## src/rtl/pkt_mux_pkg.sv

```systemverilog
// pkt_mux_pkg: shared types and width helpers for the packet multiplexer.
//   state_t   : controller state (IDLE, REQ, XFER, DRAIN), also exported on
//               the top-level debug port so checkers can follow the FSM.
//   ch_width  : bits needed to index PORTS sources, never less than 1.
//   cnt_width : bits of the stall counter for a given TIMEOUT, never less
//               than 1 (TIMEOUT=0 still needs a legal, unused register).
package pkt_mux_pkg;

    typedef enum logic [1:0] {
        IDLE  = 2'd0,
        REQ   = 2'd1,
        XFER  = 2'd2,
        DRAIN = 2'd3
    } state_t;

    function automatic int ch_width(input int ports);
        return (ports > 1) ? $clog2(ports) : 1;
    endfunction

    function automatic int cnt_width(input int timeout);
        return (timeout > 0) ? $clog2(timeout + 1) : 1;
    endfunction

endpackage

```

## src/rtl/pkt_mux_arb_rr_arbiter.sv

```systemverilog
// pkt_mux_rr_arbiter: combinational winner selection among upstream sources.
//   Build option PKT_MUX_ROUND_ROBIN_EN:
//     defined   - round robin; search starts at pointer+1 (mod PORTS) and the
//                 pointer register follows the last winner.
//     undefined - fixed priority; lowest requesting index wins, no pointer.
// Ports:
//   clk, rst  : clock, synchronous active-high reset (pointer -> PORTS-1)
//   requests  : per-source request vector
//   update    : load the pointer with the current winner (when found)
//   winner    : index of the selected source
//   found     : at least one source is requesting
module pkt_mux_rr_arbiter
    import pkt_mux_pkg::*;
#(
    parameter  int PORTS = 4,
    localparam int CH_W  = ch_width(PORTS)
) (
    input  logic             clk,
    input  logic             rst,
    input  logic [PORTS-1:0] requests,
    input  logic             update,
    output logic [CH_W-1:0]  winner,
    output logic             found
);

`ifdef PKT_MUX_ROUND_ROBIN_EN

    logic [CH_W-1:0] pointer;
    logic [CH_W-1:0] winner_all;
    logic [CH_W-1:0] winner_hi;
    logic            hi_found;

    always_ff @(posedge clk) begin
        if (rst) begin
            pointer <= CH_W'(PORTS - 1);
        end else if (update && found) begin
            pointer <= winner;
        end
    end

    // Descending scan so the last assignment is the lowest index. The lowest
    // index above the pointer wins; otherwise wrap to the lowest overall.
    always_comb begin
        winner_all = '0;
        winner_hi  = '0;
        hi_found   = 1'b0;
        found      = 1'b0;
        for (int i = PORTS - 1; i >= 0; i--) begin
            if (requests[i]) begin
                winner_all = CH_W'(i);
                found      = 1'b1;
                if (CH_W'(i) > pointer) begin
                    winner_hi = CH_W'(i);
                    hi_found  = 1'b1;
                end
            end
        end
        winner = hi_found ? winner_hi : winner_all;
    end

`else

    // No pointer state in fixed priority; these inputs are intentionally idle.
    logic unused_pointer_inputs;
    assign unused_pointer_inputs = clk ^ rst ^ update;

    always_comb begin
        winner = '0;
        found  = 1'b0;
        for (int i = PORTS - 1; i >= 0; i--) begin
            if (requests[i]) begin
                winner = CH_W'(i);
                found  = 1'b1;
            end
        end
    end

`endif

endmodule

```

## src/rtl/pkt_mux_arb.sv

```systemverilog
// pkt_mux_arb: N-to-1 packet multiplexer with request/grant arbitration on
// both sides and a one-beat output register.
//   Build option PKT_MUX_ROUND_ROBIN_EN selects round-robin arbitration
//   (default: fixed priority, lowest index wins).
// Parameters: PORTS (>=2), WIDTH (beat bits), TIMEOUT (stall cycles before
//   forced release, 0 disables).
// Ports:
//   clk, rst        : clock, synchronous active-high reset
//   request, grant  : downstream channel request / grant (grant used in REQ)
//   valid, ready    : downstream beat handshake, error/data ride with valid
//   requests        : per-source packet request, held for the whole packet
//   grants, readys  : one-hot grant / ready toward the active source
//   valids, errors, datas : per-source beat, source i at datas[i*WIDTH +: WIDTH]
//   active_ch       : current or last winning source
//   timeout         : one-cycle pulse on forced release
//   state           : controller state, for observation only
// Handshake: a beat moves when valid and ready are both high in the same
//   cycle; valid never depends on ready, and a presented beat is held
//   unchanged until accepted.
module pkt_mux_arb
    import pkt_mux_pkg::*;
#(
    parameter  int PORTS   = 4,
    parameter  int WIDTH   = 8,
    parameter  int TIMEOUT = 1024,
    localparam int CH_W    = ch_width(PORTS)
) (
    input  logic                   clk,
    input  logic                   rst,
    output logic                   request,
    input  logic                   grant,
    output logic                   valid,
    input  logic                   ready,
    output logic                   error,
    output logic [WIDTH-1:0]       data,
    input  logic [PORTS-1:0]       requests,
    output logic [PORTS-1:0]       grants,
    input  logic [PORTS-1:0]       valids,
    output logic [PORTS-1:0]       readys,
    input  logic [PORTS-1:0]       errors,
    input  logic [WIDTH*PORTS-1:0] datas,
    output logic [CH_W-1:0]        active_ch,
    output logic                   timeout,
    output state_t                 state
);

    localparam int              CNT_W        = cnt_width(TIMEOUT);
    localparam logic [CNT_W-1:0] TIMEOUT_LAST = CNT_W'(TIMEOUT - 1);
    localparam logic [CNT_W-1:0] CNT_MAX      = '1;

    logic [CH_W-1:0]  ch;
    logic [CNT_W-1:0] stall_cnt;
    logic [CH_W-1:0]  winner;
    logic             found;
    logic [PORTS-1:0] ch_onehot;
    logic             in_xfer;
    logic             out_free;
    logic             ch_req;
    logic             beat;
    logic             stall;
    logic             timeout_hit;
    logic [WIDTH-1:0] src_data [PORTS];

    for (genvar g = 0; g < PORTS; g++) begin : g_split
        assign src_data[g] = datas[g*WIDTH +: WIDTH];
    end

    pkt_mux_rr_arbiter #(
        .PORTS (PORTS)
    ) u_arbiter (
        .clk      (clk),
        .rst      (rst),
        .requests (requests),
        .update   (state == IDLE),
        .winner   (winner),
        .found    (found)
    );

    assign active_ch = ch;
    assign ch_onehot = PORTS'(1) << ch;
    assign in_xfer   = (state == XFER);
    // The output register can take a beat when empty or emptying this cycle.
    assign out_free  = !valid || ready;
    assign ch_req    = requests[ch];

    // Upstream-facing grant/ready are decoded from registered state so the
    // source sees ready in the same cycle the output register frees up.
    assign grants    = in_xfer ? ch_onehot : '0;
    assign readys    = (in_xfer && out_free) ? ch_onehot : '0;

    assign beat      = in_xfer && valids[ch] && out_free;
    assign stall     = ch_req && !beat;
    // Fires on the stall cycle that brings the counter to TIMEOUT.
    assign timeout_hit = (TIMEOUT != 0) && stall && (stall_cnt == TIMEOUT_LAST);

    always_ff @(posedge clk) begin
        if (rst) begin
            state     <= IDLE;
            ch        <= '0;
            request   <= 1'b0;
            valid     <= 1'b0;
            error     <= 1'b0;
            data      <= '0;
            timeout   <= 1'b0;
            stall_cnt <= '0;
        end else begin
            timeout <= 1'b0;
            case (state)
                IDLE: begin
                    if (found) begin
                        ch      <= winner;
                        request <= 1'b1;
                        state   <= REQ;
                    end
                end
                REQ: begin
                    if (!ch_req) begin
                        request <= 1'b0;
                        state   <= IDLE;
                    end else if (grant) begin
                        stall_cnt <= '0;
                        state     <= XFER;
                    end
                end
                XFER: begin
                    if (beat) begin
                        data  <= src_data[ch];
                        error <= errors[ch];
                        valid <= 1'b1;
                    end else if (valid && ready) begin
                        valid <= 1'b0;
                    end

                    if (beat) begin
                        stall_cnt <= '0;
                    end else if (ch_req && stall_cnt != CNT_MAX) begin
                        stall_cnt <= stall_cnt + 1'b1;
                    end

                    if (!ch_req) begin
                        state <= DRAIN;
                    end else if (timeout_hit) begin
                        timeout <= 1'b1;
                        state   <= DRAIN;
                    end
                end
                DRAIN: begin
                    // Release once the registered beat (if any) has gone out.
                    if (out_free) begin
                        valid   <= 1'b0;
                        request <= 1'b0;
                        state   <= IDLE;
                    end
                end
                default: state <= IDLE;
            endcase
        end
    end

endmodule

```

## config.mk

```make
export PLATFORM = sky130hd
export DESIGN_NAME = pkt_mux_arb
export DESIGN_NICKNAME = d
export VERILOG_FILES = /design/src/rtl/pkt_mux_pkg.sv /design/src/rtl/pkt_mux_arb_rr_arbiter.sv /design/src/rtl/pkt_mux_arb.sv
export SDC_FILE = /design/constraint.sdc
export NUM_CORES = 1
export LEC_CHECK = 0
export CAP_MARGIN = 10
export CORE_MARGIN = 2
export CORE_UTILIZATION = 43
export CTS_CLUSTER_DIAMETER = 50
export CTS_CLUSTER_SIZE = 8
export DETAILED_ROUTE_END_ITERATION = 16
export GPL_TIMING_DRIVEN = 0
export HOLD_SLACK_MARGIN = 0.06
export PLACE_DENSITY = 0.88
export SLEW_MARGIN = 20
export SYNTH_ARGS = -nofsm -noshare
export SYNTH_HDL_FRONTEND = slang
export SYNTH_SLANG_ARGS = --single-unit
```

## constraint.sdc

```tcl
create_clock -name clk -period 2.2 [get_ports clk]
set_input_delay 0.66 -clock clk [delete_from_list [all_inputs] [get_ports clk]]
set_output_delay 0.66 -clock clk [all_outputs]
set_load 0.02 [all_outputs]
```

==> flow_summary.ini, run 1 <==
[status]
status = finished clean

[routing]
route.detailed.drc = 0
dr_total_vias = 1807
drt_wl_total_mm = 5.16
firstDrtPassIters = 5
wl_per_cell_um = 16.4
drt_iter0_markers = 70
avgViaCountPerCell = 5.75
antenna_left = 0

[final_layout]
area_growth_pct = 49.9
stdcell_count = 314
drive_gt1_frac = 0.154
nNetsFinal = 316
post-route-cell-area_um2 = 2570
diodes = 0

[worst_setup_path]
crit_chain = dlygate4sd2_1 > mux4_2 > buf_6 > a21o_1 > buf_6 > a211o_1 > mux2i_1
crit_path_frequent_cell = buf_6
cp_top_family = multiplexers
cp-end-kind = flop
critPathMaxFanout = 10
critical_path_required_ns = 2.40
critPathMaxStageDelay_ns = 0.48
crit_path_top_delay_cell = mux4_2
cp.arrival_ns = 2.33
critPathLaunchType = input pin
critPathKind = input pin to flop
cp_num_buf_inv = 3

[placed_design]
gp_congestion = 0.845
dp_hpwl_mm = 3.89
port_buffers = 70
place_inst = 307
placed_area_um2 = 2470

[timing]
fmaxAchievable_mhz = 469
final_max_slew_viol_count = 0
tightest_slew_ns = 0.493
whs_ns = 0.457
relSlewSlack = 0.671
post-route-min-period_ns = 2.13
setup_viol_count_final = 0
period_share = 0.969
skew_ns = 0.00634
hold_viol_final = 0
rsz0062_at_grt = no

[logic_synthesis]
synthTopCellsByCount = dfxtp_1, nand2_1, a21oi_1
synth_top_cell_by_area = dfxtp_1
synth.ff_latch_count = 27
syn_inst = 189
synth_area_leaders = dfxtp_1, mux4_2, nand2_1
synthesis.area_um2 = 1710
synth-main-ff-cell = dfxtp_1
syn_area_per_cell_um2 = 9.07
synth-edff-count = 0
ys_seq_area_frac = 0.315
post-synth-top-count-cell = dfxtp_1
synth_cell_types = 46
synthArstFlopShare = 0
synth_fp_nets = 238
yosys_warnings = 0
synth_top_area_frac = 0.315

[run]
cap_violations = 0

[pwr]
power.density_nw_per_um2 = 456
vdd_ir_drop_max_v = 0.000357
leakagePower_uw = 0.000944

[floorplan]
io_pins = 72
die_y_um = 67.1
start_util = 0.458
die-area_um2 = 4510
dieWidth_um = 67.1
rows = 22
core-area_um2 = 3740

[clocking]
holdBufCountCts = 0
htreeDepth = 1
clock_path_buffers = 2
cts-root-buf = clkbuf_8
cts_made_buffers = 3
clkTransAtPathRegs_ns = 0.09
worstSkewPairLatency_ns = 0.27
cts_tree = yes
clock_sinks = 27

[global_route]
overflow = 0
grt_pass1_vias = 1715
grt_start_max_net_pins = 15
grt_pass1_wl_mm = 8.28
grt_usage = 0.243
antenna_found_initial = 0

[hold_path]
holdCritPathClass = flop to flop
cell families (layout without fill, tap and decap cells):
| logic type | count (synthesis) | after routing | share of synthesized area |
|---|---|---|---|
| simple gates | 68 | 68 | 0.191 |
| compound gates | 57 | 57 | 0.242 |
| flops | 27 | 27 | 0.315 |
| buf+inv | 19 | 96 | 0.0613 |
| mux | 17 | 17 | 0.184 |
| fa+ha+maj | 1 | 1 | 0.00730 |
layout make-up:
type                    count  area [µm²]
flip-flops and latches     27         542
plain buffers              14         113
well taps                  48        60.1
fillers                   301        1170
inverters                   4        15.0
repair buffers             74         698
multi-input cells         143        1100
clock buffers               4        45.0
placed cells by master, fill, tap and decap left out, types with 2 or more instances in the layout:
cell type,n
a2111oi_1,2
a211o_1,5
a211oi_1,3
a21o_1,2
a21oi_1,14
a22oi_1,2
and3_1,2
buf_2,5
buf_4,6
buf_6,6
clkbuf_1,4
clkbuf_2,2
clkbuf_4,2
clkbuf_8,3
clkdlybuf4s50_1,53
dfxtp_1,26
dlygate4sd2_1,6
dlymetal6s2s_1,4
inv_1,3
mux2i_1,6
mux4_1,2
mux4_2,9
nand2_1,23
nand2b_1,3
nand3_1,6
nand4_1,3
nor2_1,12
nor2b_1,3
nor3_1,5
nor4_1,2
o211ai_1,10
o21a_1,2
o21ai_0,4
or3_1,2
worst paths after layout:
path	startpoint	endpoint	slack (ns)	depth (start not counted)
setup reg to reg	active_ch[0]$_SDFFE_PP0P_	stall_cnt[9]$_SDFFE_PP0P_	0.18	6
hold reg to reg	data[5]$_SDFFE_PP0P_	data[5]$_SDFFE_PP0P_	0.46	2
setup / recovery	requests[1]	stall_cnt[6]$_SDFFE_PP0P_	0.07	7
hold / removal	data[5]$_SDFFE_PP0P_	data[5]$_SDFFE_PP0P_	0.46	2
where the power goes:
part           switching [µW]  leakage, µW  internal, µW
logic                     169     0.000702           210
clock network             149    0.0000228           130
registers                12.7     0.000219           502
total                     331     0.000944           841
metrics by stage:
step / utilization / power, µW / TNS [ns] / setup WS [ns]
floorplan: - / 733 / 0 / 0.0159
global placement: 0.661 / 880 / -8.73 / -0.861
detailed placement: 0.661 / 886 / -9.75 / -0.882
CTS: 0.680 / 1170 / 0 / 0.00247
global route: 0.686 / 1230 / 0 / 0.00141
finish: 0.686 / 1170 / 0 / 0.0693
repair_timing:
item | 4_1_cts | 5_1_grt
resized for setup | 44 | 19
buffers inserted | 3 | 0
pin swaps | 3 | 2
cloned | 0 | 1
endpoints found under the setup margin | 18 | 27
flip-flops by register name, summed over array words and instances (netlist names), named ones only:
register and cells:
active_ch 2, data 8, error 1, request 1
stall_cnt 11, state 1, timeout 1, valid 1
worst min-delay path: stages, from the launching register on:
cell,delay [ns]
dfxtp_1,0.32
nand2_1,0.05
a21oi_1,0.05
metal layers:
layer  routed length [µm]  global-route usage
met5                    0                   0
met1                 2250               0.304
met2                 2590               0.426
met4                  136              0.0867
met3                  181              0.0333
No activity file was read; power rests on OpenSTA's default activity.
==> run 2, diff against run 1 <==
- CTS_CLUSTER_SIZE: 8 -> 16
- SLEW_MARGIN: 20 -> 30
==> results of run 2 <==
Final layout, timing and power as in run 1 (identical DEF).
==> run 3, diff against run 2 <==
- ABC_CLOCK_PERIOD_IN_PS: not set -> 2200
==> results of run 3 <==
Final layout, timing and power as in run 1 (identical DEF).
